## config.mk

```make
export PLATFORM = sky130hd
export DESIGN_NAME = mc_control_fsm_flat
export DESIGN_NICKNAME = d
export VERILOG_FILES = /design/src/rtl/mc_defs_pkg.sv /design/src/rtl/mc_control_fsm_if.sv /design/src/rtl/mc_next_state.sv /design/src/rtl/mc_control_fsm.sv /design/src/flat_wrapper.sv
export SDC_FILE = /design/constraint.sdc
export NUM_CORES = 1
export LEC_CHECK = 0
export ABC_CLOCK_PERIOD_IN_PS = 1690
export BUFFER_PORTS_ARGS = -buffer_cell sky130_fd_sc_hd__buf_2
export CAP_MARGIN = 0
export CORE_ASPECT_RATIO = 1.4
export CORE_MARGIN = 2
export CORE_UTILIZATION = 40
export CTS_CLUSTER_DIAMETER = 30
export DETAILED_ROUTE_END_ITERATION = 8
export PLACE_DENSITY = 0.65
export SKIP_LAST_GASP = 1
export SYNTH_ARGS = -nofsm -noshare
export SYNTH_HDL_FRONTEND = slang
export SYNTH_HIERARCHICAL = 1
export SYNTH_SLANG_ARGS = --single-unit
```

## constraint.sdc

```tcl
create_clock -name clk -period 1.69 [get_ports clk]
set_input_delay 0.338 -clock clk [delete_from_list [all_inputs] [get_ports clk]]
set_output_delay 0.338 -clock clk [all_outputs]
set_load 0.02 [all_outputs]
```

## src/rtl/mc_defs_pkg.sv

```systemverilog
// Shared definitions for the multicycle MIPS control path: state encoding,
// opcodes and the datapath select codes also used by the PC generator.
package mc_defs_pkg;

    typedef enum logic [3:0] {
        S_FETCH, S_DECODE, S_MEMADR, S_MEMRD, S_MEMWB, S_MEMWR,
        S_RTEX, S_RTWB, S_ADDIEX, S_ADDIWB, S_BRANCH, S_JUMP
    } state_t;

    localparam logic [5:0] OP_R    = 6'b000000;
    localparam logic [5:0] OP_LW   = 6'b100011;
    localparam logic [5:0] OP_SW   = 6'b101011;
    localparam logic [5:0] OP_BEQ  = 6'b000100;
    localparam logic [5:0] OP_BNE  = 6'b000101;
    localparam logic [5:0] OP_ADDI = 6'b001000;
    localparam logic [5:0] OP_J    = 6'b000010;

    localparam logic [1:0] PCSRC_PC4  = 2'b00;
    localparam logic [1:0] PCSRC_BR   = 2'b01;
    localparam logic [1:0] PCSRC_JMP  = 2'b10;

    localparam logic [1:0] ASB_RT     = 2'b00;
    localparam logic [1:0] ASB_FOUR   = 2'b01;
    localparam logic [1:0] ASB_IMM    = 2'b10;
    localparam logic [1:0] ASB_IMM_SH = 2'b11;

    localparam logic [1:0] AOP_ADD    = 2'b00;
    localparam logic [1:0] AOP_SUB    = 2'b01;
    localparam logic [1:0] AOP_FUNCT  = 2'b10;

    function automatic logic op_legal(input logic [5:0] op);
        return (op == OP_R) || (op == OP_LW) || (op == OP_SW) || (op == OP_BEQ) ||
               (op == OP_BNE) || (op == OP_ADDI) || (op == OP_J);
    endfunction

endpackage

```

## src/rtl/mc_control_fsm_if.sv

```systemverilog
// Control bundle between the main FSM (master) and the multicycle datapath (slave).
interface mc_control_fsm_if;

    logic [5:0] Op;
    logic       ALU_ZERO;
    logic       mem_ready;
    logic       PC_Write;
    logic [1:0] PC_Src;
    logic       IorD;
    logic       MemRead;
    logic       MemWrite;
    logic       IRWrite;
    logic       RegDst;
    logic       MemtoReg;
    logic       RegWrite;
    logic       ALUSrcA;
    logic [1:0] ALUSrcB;
    logic [1:0] ALUOp;
    logic       illegal_op;

    modport master (
        input  Op, ALU_ZERO, mem_ready,
        output PC_Write, PC_Src, IorD, MemRead, MemWrite, IRWrite, RegDst,
               MemtoReg, RegWrite, ALUSrcA, ALUSrcB, ALUOp, illegal_op
    );

    modport slave (
        output Op, ALU_ZERO, mem_ready,
        input  PC_Write, PC_Src, IorD, MemRead, MemWrite, IRWrite, RegDst,
               MemtoReg, RegWrite, ALUSrcA, ALUSrcB, ALUOp, illegal_op
    );

endinterface

```

## src/rtl/mc_next_state.sv

```systemverilog
// Transition function of the main control FSM.
// MC_MEM_WAIT_EN: FETCH/MEMRD/MEMWR hold until mem_ready.
module mc_next_state
    import mc_defs_pkg::*;
(
    input  state_t     state,
    input  logic [5:0] op,
    input  logic [5:0] op_q,
    input  logic       mem_ready,
    output state_t     next
);

    always_comb begin
        next = S_FETCH;
        case (state)
            S_FETCH:  next = S_DECODE;
            // DECODE dispatches on the live opcode; it is latched on the same edge
            S_DECODE: begin
                case (op)
                    OP_LW, OP_SW:   next = S_MEMADR;
                    OP_R:           next = S_RTEX;
                    OP_ADDI:        next = S_ADDIEX;
                    OP_BEQ, OP_BNE: next = S_BRANCH;
                    OP_J:           next = S_JUMP;
                    default:        next = S_FETCH;
                endcase
            end
            S_MEMADR: next = (op_q == OP_SW) ? S_MEMWR : S_MEMRD;
            S_MEMRD:  next = S_MEMWB;
            S_RTEX:   next = S_RTWB;
            S_ADDIEX: next = S_ADDIWB;
            default:  next = S_FETCH;
        endcase
`ifdef MC_MEM_WAIT_EN
        if (!mem_ready && (state == S_FETCH || state == S_MEMRD || state == S_MEMWR))
            next = state;
`endif
    end

`ifndef MC_MEM_WAIT_EN
    logic unused_mem_ready;
    assign unused_mem_ready = mem_ready;
`endif

endmodule

```

## src/rtl/mc_control_fsm.sv

```systemverilog
// Main control unit of the multicycle MIPS CPU: Moore FSM driving datapath selects.
// MC_MEM_WAIT_EN: memory states stall on mem_ready, FETCH PC/IR loads gated by it.
module mc_control_fsm
    import mc_defs_pkg::*;
#(
    parameter int STATE_W = 4
) (
    input  logic             clk,
    input  logic             rst,
    mc_control_fsm_if.master bus
);

    logic [STATE_W-1:0] state_q;
    logic [5:0]         op_q;
    state_t             state;
    state_t             next;
    logic               fetch_go;

    assign state = state_t'(state_q);

    mc_next_state u_next (
        .state     (state),
        .op        (bus.Op),
        .op_q      (op_q),
        .mem_ready (bus.mem_ready),
        .next      (next)
    );

    always_ff @(posedge clk) begin
        if (rst) begin
            state_q <= STATE_W'(S_FETCH);
            op_q    <= '0;
        end else begin
            state_q <= STATE_W'(next);
            if (state == S_DECODE)
                op_q <= bus.Op;
        end
    end

`ifdef MC_MEM_WAIT_EN
    assign fetch_go = bus.mem_ready;
`else
    assign fetch_go = 1'b1;
`endif

    always_comb begin
        bus.PC_Write   = 1'b0;
        bus.PC_Src     = PCSRC_PC4;
        bus.IorD       = 1'b0;
        bus.MemRead    = 1'b0;
        bus.MemWrite   = 1'b0;
        bus.IRWrite    = 1'b0;
        bus.RegDst     = 1'b0;
        bus.MemtoReg   = 1'b0;
        bus.RegWrite   = 1'b0;
        bus.ALUSrcA    = 1'b0;
        bus.ALUSrcB    = ASB_RT;
        bus.ALUOp      = AOP_ADD;
        bus.illegal_op = 1'b0;
        // reset masks everything, including the FETCH strobes
        if (!rst) begin
            case (state)
                S_FETCH: begin
                    bus.MemRead  = 1'b1;
                    bus.IRWrite  = fetch_go;
                    bus.ALUSrcB  = ASB_FOUR;
                    bus.PC_Write = fetch_go;
                end
                S_DECODE: begin
                    bus.ALUSrcB    = ASB_IMM_SH;
                    bus.illegal_op = !op_legal(bus.Op);
                end
                S_MEMADR, S_ADDIEX: begin
                    bus.ALUSrcA = 1'b1;
                    bus.ALUSrcB = ASB_IMM;
                end
                S_MEMRD: begin
                    bus.MemRead = 1'b1;
                    bus.IorD    = 1'b1;
                end
                S_MEMWB: begin
                    bus.RegWrite = 1'b1;
                    bus.MemtoReg = 1'b1;
                end
                S_MEMWR: begin
                    bus.MemWrite = 1'b1;
                    bus.IorD     = 1'b1;
                end
                S_RTEX: begin
                    bus.ALUSrcA = 1'b1;
                    bus.ALUOp   = AOP_FUNCT;
                end
                S_RTWB: begin
                    bus.RegWrite = 1'b1;
                    bus.RegDst   = 1'b1;
                end
                S_ADDIWB: bus.RegWrite = 1'b1;
                S_BRANCH: begin
                    bus.ALUSrcA  = 1'b1;
                    bus.ALUOp    = AOP_SUB;
                    bus.PC_Src   = PCSRC_BR;
                    bus.PC_Write = ((op_q == OP_BEQ) &&  bus.ALU_ZERO) ||
                                   ((op_q == OP_BNE) && !bus.ALU_ZERO);
                end
                S_JUMP: begin
                    bus.PC_Write = 1'b1;
                    bus.PC_Src   = PCSRC_JMP;
                end
                default: ;
            endcase
        end
    end

endmodule

```

## src/flat_wrapper.sv

```systemverilog
// flat-port wrapper written by rule: the top's interface ports become plain ports
module mc_control_fsm_flat import mc_defs_pkg::*;
#(
    parameter int STATE_W = 4
)
  (clk, rst, bus_Op, bus_ALU_ZERO, bus_mem_ready, bus_PC_Write, bus_PC_Src, bus_IorD, bus_MemRead, bus_MemWrite, bus_IRWrite, bus_RegDst, bus_MemtoReg, bus_RegWrite, bus_ALUSrcA, bus_ALUSrcB, bus_ALUOp, bus_illegal_op);
  mc_control_fsm_if bus_i ();
  input  logic clk;
  input  logic rst;
  input wire logic [$bits(bus_i.Op)-1:0] bus_Op;
  input wire logic [$bits(bus_i.ALU_ZERO)-1:0] bus_ALU_ZERO;
  input wire logic [$bits(bus_i.mem_ready)-1:0] bus_mem_ready;
  output wire logic [$bits(bus_i.PC_Write)-1:0] bus_PC_Write;
  output wire logic [$bits(bus_i.PC_Src)-1:0] bus_PC_Src;
  output wire logic [$bits(bus_i.IorD)-1:0] bus_IorD;
  output wire logic [$bits(bus_i.MemRead)-1:0] bus_MemRead;
  output wire logic [$bits(bus_i.MemWrite)-1:0] bus_MemWrite;
  output wire logic [$bits(bus_i.IRWrite)-1:0] bus_IRWrite;
  output wire logic [$bits(bus_i.RegDst)-1:0] bus_RegDst;
  output wire logic [$bits(bus_i.MemtoReg)-1:0] bus_MemtoReg;
  output wire logic [$bits(bus_i.RegWrite)-1:0] bus_RegWrite;
  output wire logic [$bits(bus_i.ALUSrcA)-1:0] bus_ALUSrcA;
  output wire logic [$bits(bus_i.ALUSrcB)-1:0] bus_ALUSrcB;
  output wire logic [$bits(bus_i.ALUOp)-1:0] bus_ALUOp;
  output wire logic [$bits(bus_i.illegal_op)-1:0] bus_illegal_op;
  assign bus_i.Op = bus_Op;
  assign bus_i.ALU_ZERO = bus_ALU_ZERO;
  assign bus_i.mem_ready = bus_mem_ready;
  assign bus_PC_Write = bus_i.PC_Write;
  assign bus_PC_Src = bus_i.PC_Src;
  assign bus_IorD = bus_i.IorD;
  assign bus_MemRead = bus_i.MemRead;
  assign bus_MemWrite = bus_i.MemWrite;
  assign bus_IRWrite = bus_i.IRWrite;
  assign bus_RegDst = bus_i.RegDst;
  assign bus_MemtoReg = bus_i.MemtoReg;
  assign bus_RegWrite = bus_i.RegWrite;
  assign bus_ALUSrcA = bus_i.ALUSrcA;
  assign bus_ALUSrcB = bus_i.ALUSrcB;
  assign bus_ALUOp = bus_i.ALUOp;
  assign bus_illegal_op = bus_i.illegal_op;
  mc_control_fsm #(.STATE_W(STATE_W)) u_core (.clk(clk), .rst(rst), .bus(bus_i));
endmodule
```

==> results of run 1 <==
## metal layers
metal  vias to the layer above  track usage, %  share of wire (%)
met1                       423            19.3                 36
met2                        36            38.6                 55
met3                         6            1.90                5.7
met4                         0            11.5                2.8
li1                        453               -                  -
met5                         -               0                  0
## kinds of logic (layout without fill, tap and decap cells)
kind of cell	after synthesis	in the layout	share of synthesized area [%]
xor+xnor	3	3	3.27
simple gates	55	55	43.2
compound gates	15	15	13.1
flops	10	10	24.9
mux	7	7	8.71
buf+inv	10	50	6.84
## worst register-to-register path, cell delays in order, from the launching register on
cell      delay, ns
dfxtp_4        0.38
buf_8          0.14
buf_4          0.14
nor2_1         0.27
nand4b_1       0.14
o21ai_1        0.21
nor2b_1        0.15
## layout by cell type (no fill, tap or decap), types with 2 or more instances in the layout
master	instances
and4b_1	2
nor3_2	4
buf_4	23
nor3_1	2
clkbuf_4	3
o21ai_0	2
mux2i_1	7
nor2b_1	6
buf_2	17
dfxtp_1	6
nand4_1	2
nand3_1	3
o22ai_1	2
nor4b_1	2
nor2_1	13
nor4_1	2
buf_6	2
nand4b_1	2
o21ai_1	2
nor4_2	3
nand2b_1	4
dfxtp_4	3
inv_1	3
## final cells by class
class                      instances  area, um^2
clock buffer                       4        36.3
fill                             168         703
inverter                           3        11.3
multi-input combinational         80         641
sequential                        10         213
tap                               21        26.3
timing repair buffer              43         295
## sequential cells by signal (all words and copies together), names as in the netlist
register      count
u_core/op_q       6
u_core/state      4
## what timing repair did
action / CTS / global route
pin swaps: 4 / 6
endpoints found under the setup margin: 14 / 14
buffers inserted: 2 / 1
gates resized for setup: 14 / 17
endpoints found under the hold margin: 0 / 0
## worst min path at each step
stage | from | endpoint | slack, ns | cells past startpoint
global placement | u_core/op_q[2]$_SDFFE_PP0N_ | u_core/op_q[2]$_SDFFE_PP0N_ | 0.51 | 2
CTS | bus_Op[4] | u_core/op_q[4]$_SDFFE_PP0N_ | 0.34 | 3
floorplan | u_core/op_q[2]$_SDFFE_PP0N_ | u_core/op_q[2]$_SDFFE_PP0N_ | 0.47 | 2
global route | bus_Op[4] | u_core/op_q[4]$_SDFFE_PP0N_ | 0.40 | 3
detailed placement | u_core/op_q[2]$_SDFFE_PP0N_ | u_core/op_q[2]$_SDFFE_PP0N_ | 0.52 | 2
finish | bus_Op[4] | u_core/op_q[4]$_SDFFE_PP0N_ | 0.35 | 3
## metrics by stage
| stage | total power [W] | util, % |
|---|---|---|
| 2_1_floorplan | 0.000373 | - |
| 3_3_place_gp | 0.000444 | 54.7 |
| 3_5_place_dp | 0.000448 | 54.7 |
| 4_1_cts | 0.000677 | 59.4 |
| 5_1_grt | 0.000718 | 63.5 |
| 6_report | 0.000688 | 63.5 |
## power breakdown
part	total, W	switching, W	internal [W]	leakage (nW)
clock network	0.000223	0.0000920	0.000131	0.0210
registers	0.000264	0.0000182	0.000246	0.0845
logic	0.000200	0.000102	0.0000976	0.393
==> metrics, run 1 <==
outcome complete, but fails checks; failing checks negative setup slack; final setup fails 5; max incr delay on CP 0.34 ns; DRC violations left 0; hold crit path type in2reg; row cnt 19; Crit. path cell count 5; CTS Hold Bufs 0; clk root buf clkbuf_4; cell accounting for the most synthesized area dfxtp_1; Post-Syn Area 805 um^2; Detail Route Antenna Nets 0; Clk Latency, worst-skew pair 0.27 ns; Placed Cells incl. Taps 154; grt total ovfl 0; Synth warnings 6; H-tree Lvls 1; global-route wire length before repair 3680 um; EDFF count, synth 0; critical path class reg2out; initial antenna violation count 0; worst reg2reg endpoint u_core/state[3]$_SDFF_PP0_; CP Capture Type output port; average wire per standard cell 13.5 um; drt via density 5.70; Ports 26; Leak 0.499 nW; width of the chip 41.9 um; DR vias 918; DP Area 1050 um^2; TritonCTS clock tree yes; Tmin final 1.78 ns; FFs w/ async S/R, synth 0%; top cells by count, synth nor2_1, dfxtp_1, mux2i_1; total wire length 2180 um; pwr dens 562 nW/um^2; crit path to bus_RegWrite; post-DP HPWL 1600 um; VDD IR-drop max 0.416 mV; Final TNS setup -0.267 ns; core footprint 1930 um^2; Initial Util 41.8%; dominant synthesized flop cell dfxtp_1; dpl ws 0.00724 ns; Final Skew 0.00242 ns; Mean Syn Cell Area 8.05 um^2; Die ar. 2390 um^2; initial DRC count 21; register area share after synthesis 24.9%; Critical Path RT 1.35 ns; final worst slack -0.0923 ns; WHS 0.354 ns; cell count after synthesis 100; clk sinks 10; GPL Wtd Cong 0.806; RSZ-0062 raised after global routing yes; drt pass-1 iters 4; max cap viols 0; die height 57.1 um; reg2reg start u_core/state[1]$_SDFF_PP0_; Buffers on Ports 24; clock transition at the registers of the reported paths 0.07 ns; f_max 0.561 GHz; Tot GR Track Use 19.7%; Final Hold Fails 0; largest net degree at the start of global routing 15; CP Buf/Inv Count 2; top post-synthesis cells by area dfxtp_1, mux2i_1, nor2_1, nor2b_1, nand2b_1; R2R depth 6; crit path max fanout 12; synth-to-layout area growth 51.9%; critical path arrival 1.44 ns; fin nets 151; Distinct cells, synth 38; Synthesized Nets 110; crit start category flop; worst path cell trace buf_6 > or2b_1 > o22ai_1 > nor2b_1 > buf_4; Final period util 105%; Crit path max-delay family simple AND/OR/NAND/NOR gates; top cell type's share of synthesized area 24.9%; count leader, synth nor2_1; cell area after layout 1220 um^2; synthesized flop and latch total 10; r2r setup slk 0.21 ns; CTS Buffer Depth 2; Worst-Margin Slew 0.359 ns; number of global-route vias before repair 884; share of layout cells above drive strength 1 47.1%; # diodes 0; cts bufs inserted 3; post-route insts no fill 161; final slew viol count 0; Slew headroom 76.0%; CP startpoint u_core/state[3]$_SDFF_PP0_; Worst path slowest cell dfxtp_2
No activity file was read; power rests on OpenSTA's default activity.
==> run 2: changes to the inputs <==
- ABC_CLOCK_PERIOD_IN_PS: 1690 -> 1800
- clock period: 1.69 -> 1.8 ns (I/O delays scaled with it)
==> run 2 against run 1 <==
The flow still finishes with violations (negative setup slack). Combinational power decreased by 17%. Sequential share of layout area up 1.4 points. First-iteration DRC count is the same. Hold slack improved by 0.033 ns. Core utilization fell by 3.9 points. Clock power fell by 9.9%. Global-route usage is 0.96 points lower.
==> metrics, run 2 (same netlist as run 1, synthesis figures left out) <==
outcome complete, but fails checks; failing checks negative setup slack; Critical Path RT 1.44 ns (+0.09 ns); clock transition at the registers of the reported paths 0.07 ns (about the same); H-tree Lvls 1 (unchanged); drt via density 5.71 (+0.14%); average wire per standard cell 13.9 um (+2.6%); row cnt 19 (unchanged); most frequent cells in the layout buf_2, buf_4, nor2_1, mux2i_1; post-DP HPWL 1600 um (-0.27%); DR vias 885 (-3.6%); Sequential cell area 215 um^2 (+1.2%); dpl ws 0.0154 ns (+0.00817 ns); share of layout cells above drive strength 1 44.0% (-3.1 points); Final Hold Fails 0 (unchanged); TritonCTS clock tree yes; Detail Route Antenna Nets 0 (unchanged); Final period util 103%; Largest Register u_core/op_q; final setup fails 1 (-4); clk root buf clkbuf_4; Final Skew 0.00193 ns (-0.000484 ns); Worst-Margin Slew 0.357 ns (-0.00269 ns); RSZ-0062 raised after global routing yes; initial DRC count 21 (unchanged); fillers 179 (+6.5%); Die ar. 2390 um^2 (unchanged); CP Buf/Inv Count 2 (unchanged); cts bufs inserted 3 (unchanged); crit path max fanout 7 (-5); area occupied by multi-input gates 626 um^2 (-2.3%); crit start category flop; Initial Util 41.8% (unchanged); width of the chip 41.9 um (unchanged); VDD IR-drop max 0.334 mV (-20%); CTS Buffer Depth 2 (unchanged); global-route wire length before repair 3510 um (-4.7%); fin nets 145 (-4.0%); initial antenna violation count 0 (unchanged); Crit path max-delay family flip-flops; f_max 0.539 GHz; largest net degree at the start of global routing 16 (+1); CTS Hold Bufs 0 (unchanged); CP Capture Type output port; Tot GR Track Use 18.7% (-0.96 points); most common cell after layout, fill and taps aside buf_2; DRC violations left 0 (unchanged); Worst path slowest cell dfxtp_4; Final TNS setup -0.0541 ns (+0.213 ns); Clk Latency, worst-skew pair 0.26 ns (about the same); Ports 26 (unchanged); synth-to-layout area growth 42.6%; max FFs per register 6 (unchanged); number of global-route vias before repair 847 (-4.2%); final slew viol count 0 (unchanged); final worst slack -0.0541 ns (+0.0382 ns); grt total ovfl 0 (unchanged); worst path cell trace buf_8 > or3_4 > a311oi_2 > buf_4; Slew headroom 75.9% (-0.095 points); GPL Wtd Cong 0.819 (+1.6%); core footprint 1930 um^2 (unchanged); Leak 0.465 nW (-6.7%); max incr delay on CP 0.36 ns (+0.02 ns); Buffers on Ports 24 (unchanged); # diodes 0 (unchanged); hold crit path type in2reg; drt pass-1 iters 4 (unchanged); pwr dens 538 nW/um^2 (-4.3%); critical path arrival 1.49 ns (+0.05 ns); total wire length 2150 um (-1.2%); max cap viols 0 (unchanged); clk sinks 10 (unchanged); die height 57.1 um (unchanged); critical path class reg2out; Tmin final 1.85 ns
[run 2: changes by cell type in the layout (fill, tap and decap cells not counted), moves of 2 or more]
cell | previous run | this run
buf_4 | 23 | 15
nor4_2 | 3 | 1
buf_6 | 2 | 0
buf_2 | 17 | 21
nor4_1 | 2 | 4
[run 2: final timing paths]
path                                                     to  slack, ns  cells past startpoint                   startpoint
worst max-delay path                           bus_PC_Write      -0.05                      4   u_core/state[3]$_SDFF_PP0_
worst min register to register  u_core/op_q[3]$_SDFFE_PP0N_       0.53                      2  u_core/op_q[3]$_SDFFE_PP0N_
worst min-delay path            u_core/op_q[4]$_SDFFE_PP0N_       0.39                      3                    bus_Op[4]
worst max register to register  u_core/op_q[2]$_SDFFE_PP0N_       0.43                      5   u_core/state[2]$_SDFF_PP0_
[run 2: per-layer routing]
metal  share of wire, %  global-route usage (%)  vias up
met2                 55                    35.0       33
met1                 39                    19.3      406
met3                5.3                    2.22        2
li1                   -                       -      444
met5                  0                       0        -
met4               0.98                    11.5        0
[run 2: tightest hold or removal path: cells and delay by family]
family                 cells  cell delay, ns
AND/OR/NAND/NOR            1            0.07
multiplexers               1            0.07
buffers and inverters      1            0.12
[run 2: cell type report]
type	instances	area share [%]
clock buffer	4	3.16
sequential	10	18.8
timing repair buffer	37	20.3
inverter	3	0.981
multi-input combinational	80	54.5
tap	21	2.29
[run 2: repair_timing]
| item | 4_1_cts | 5_1_grt |
|---|---|---|
| setup buffers | 0 | 2 |
| setup endpoints to repair | 13 | 11 |
| pin swaps | 0 | 3 |
| gates resized for setup | 6 | 18 |
[run 2: stage by stage]
step	cells	util, %	hold slack [ns]	area, um^2	total power [W]
floorplan	100	-	0.473	822	0.000348
finish	155	59.6	0.388	1150	0.000618
global placement	149	52.3	0.510	1010	0.000406
CTS	153	55.1	0.385	1060	0.000612
global route	155	59.6	0.410	1150	0.000654
detailed placement	149	52.3	0.511	1010	0.000410
[run 2: report_power, final]
| group | internal, W | switching (W) |
|---|---|---|
| sequential | 0.000230 | 0.0000197 |
| clock | 0.000123 | 0.0000782 |
| combinational | 0.0000796 | 0.0000873 |
| total | 0.000432 | 0.000185 |
==> run 3: changes to the inputs <==
- ABC_AREA: unset -> 1
==> run 3 against run 2 <==
The flow now finishes without violations. First-iteration DRC count shrank 52%. Sequential power is essentially flat. Synthesized cell count grew 49%. Hold slack gained 0.0074 ns. Non-clock buffer count shrank 11. Cell count grew 28%. Core utilization shrank 6.4 points. Highest routed layer unchanged.
==> metrics, run 3 <==
switching portion of total power 31.9% (+1.9 points); R2R depth 8 (+3); largest net degree at the start of global routing 16 (unchanged); M3 GR Usage 0.920% (-1.3 points); worst reg2reg endpoint u_core/state[1]$_SDFF_PP0_; Finished Core Util 53.2% (-6.4 points); Final Skew 0.00225 ns (+0.000315 ns); Switch Pwr 0.000194 W (+5.0%); Crit path max-delay family flip-flops; DR vias 997 (+13%); clk sinks 10 (unchanged); reg2reg start u_core/state[0]$_SDFF_PP0_; EDFF count, synth 0 (unchanged); drt pass-1 iters 4 (unchanged); Worst-Margin Slew 0.270 ns (-0.0865 ns); most frequent cells in the layout nor2_1, nand2_1, buf_2, inv_1; Buffers on Ports 24 (unchanged); crit path max fanout 7 (unchanged); area occupied by multi-input gates 553 um^2 (-12%); final worst slack 0.0891 ns (+0.143 ns); max FFs per register 6 (unchanged); number of global-route vias before repair 931 (+9.9%); DRC violations left 0 (unchanged); Largest Register u_core/op_q; fin nets 188 (+30%); max incr delay on CP 0.38 ns (+0.02 ns); worst path cell trace inv_2 > nand2_1 > or2_1 > a21oi_1 > buf_4; clock transition at the registers of the reported paths 0.07 ns (about the same); top cells by count, synth nor2_1, nand2_1, inv_1; post-route insts no fill 198 (+28%); pwr dens 575 nW/um^2 (+6.7%); synthesized flop and latch total 10 (unchanged); top cell type's share of synthesized area 23.4% (-1.5 points); hold crit path type in2reg; H-tree Lvls 1 (unchanged); RSZ-0062 raised after global routing yes; Placed Cells incl. Taps 193 (+30%); initial antenna violation count 0 (unchanged); CP startpoint u_core/state[2]$_SDFF_PP0_; Final Hold Fails 0 (unchanged); max cap viols 0 (unchanged); Sequential cell area 213 um^2 (-1.2%); CTS Buffer Depth 2 (unchanged); Critical Path RT 1.44 ns (about the same); register area share after synthesis 23.4% (-1.5 points); Post-Syn Area 857 um^2 (+6.5%); critical path arrival 1.35 ns (-0.14 ns); FFs w/ async S/R, synth 0% (unchanged); final setup fails 0 (-1); total wire length 2080 um (-3.3%); # diodes 0 (unchanged); TritonCTS clock tree yes; CP Capture Type output port; width of the chip 43.1 um (+2.9%); crit start category flop; cts bufs inserted 3 (unchanged); post-DP HPWL 1640 um (+2.4%); Tot GR Track Use 18.2% (-0.53 points); CTS Hold Bufs 0 (unchanged); synth-to-layout area growth 23.9%; Hold Startpoint bus_Op[5]; f_max 0.584 GHz (+8.4%); row cnt 19 (unchanged); fillers 217 (+21%); met2 Track Usage GR 32.8% (-2.2 points); VDD IR-drop max 0.319 mV (-4.4%); Mean Syn Cell Area 5.75 um^2 (-29%); Ports 26 (unchanged); core footprint 2000 um^2 (+3.7%); Clk pwr share 32.5% (about the same); GR peak layer met2; initial DRC count 10 (-52%); dpl ws 0.214 ns (+0.199 ns); Comb pwr share 26.4% (-0.6 points); clk root buf clkbuf_4; Reg power frac 41.2% (+0.7 points); Final period util 95.0% (-8.0 points); r2r setup slk 0.64 ns (+0.21 ns); GPL Wtd Cong 0.853 (+4.1%); cell accounting for the most synthesized area dfxtp_1; Distinct cells, synth 25 (-34%); final slew viol count 0 (unchanged); most common cell after layout, fill and taps aside nor2_1; cell internal pwr 0.000416 W (-3.8%); Worst path slowest cell dfxtp_4; depth of the worst hold-timing path 3 (unchanged); Die ar. 2530 um^2 (+6.0%); cell count after synthesis 149 (+49%); Initial Util 42.9% (+1.1 points); outcome finished, final reports clean; dominant synthesized flop cell dfxtp_1; total chip power 0.000610 W (-1.2%); Tmin final 1.71 ns (-0.143 ns); Synthesized Nets 159 (+45%); Clk Latency, worst-skew pair 0.26 ns (about the same); critical path class reg2out; drt via density 5.04 (-12%); Leak 0.563 nW (+21%); die height 58.8 um (+3.0%); average wire per standard cell 10.5 um (-24%); grt total ovfl 0 (unchanged); Detail Route Antenna Nets 0 (unchanged); top post-synthesis cells by area dfxtp_1, nor2_1, nand2_1, inv_1, nand3_1; CP Buf/Inv Count 2 (unchanged); Hold Path Sink u_core/op_q[5]$_SDFFE_PP0N_; share of layout cells above drive strength 1 29.9% (-14 points); Slew headroom 82.0% (+6.1 points); count leader, synth nor2_1; WHS 0.395 ns (+0.00742 ns); met1 Use GR 21.0% (+1.7 points); Synth warnings 6 (unchanged); global-route wire length before repair 3590 um (+2.3%)
-- run 3: routing by layer --
metal	part of all wire, %	vias up
met5	0	-
met4	1.3	0
met2	51	27
li1	-	520
met3	4.3	2
met1	44	448
-- run 3: worst reg2reg max path: cells and delay by family (launching register included) --
family                 cells  cell delay (ns)
AO/OA/AOI/OAI              1             0.16
flip-flops                 1             0.41
AND/OR/NAND/NOR            5             0.34
buffers and inverters      2             0.14
-- run 3: repair_timing --
action | in CTS | in global routing
setup endpoints to repair | 3 | 7
setup buffers | 0 | 1
pin swaps | 0 | 1
gates resized for setup | 3 | 7
cloned | 0 | 0
-- run 3: power by group through the flow --
stage                     Sequential, W  Clock, W  Combinational [W]
final                          0.000251  0.000198           0.000161
after global routing           0.000254  0.000212           0.000182
after CTS                      0.000255  0.000204           0.000157
after detailed placement       0.000259         0           0.000156
after global placement         0.000259         0           0.000153
after floorplan                0.000255         0           0.000110
-- run 3: worst max-delay path by stage --
stage | endpoint | slack (ns) | cells past startpoint
final | bus_ALUSrcA | 0.09 | 5
after global routing | bus_ALUSrcA | -0.01 | 5
after CTS | bus_PC_Write | 0.01 | 4
after detailed placement | bus_ALUSrcA | 0.21 | 4
after global placement | bus_PC_Write | 0.22 | 7
after floorplan | bus_illegal_op | 0.13 | 5
-- run 3: metrics by stage --
step	area (um^2)	TNS (ns)
2_1_floorplan	857	0
4_1_cts	1040	0
3_5_place_dp	998	0
6_report	1060	0
3_3_place_gp	998	0
5_1_grt	1060	-0.0205
-- run 3: area by class of cell --
cell class | instances | share of cell area (%)
clock buffers | 4 | 3.42
inverters | 25 | 8.83
multi-input cells | 112 | 52.1
flip-flops and latches | 10 | 20.0
well taps | 21 | 2.47
repair buffers | 26 | 13.2
-- run 3: cells by family after synthesis --
| group | count (synthesis) | share of synthesized area [%] |
|---|---|---|
| AO/OA/AOI/OAI | 23 | 16.2 |
| flip-flops | 10 | 23.4 |
| buffers and inverters | 27 | 12.4 |
| AND/OR/NAND/NOR | 89 | 48.0 |
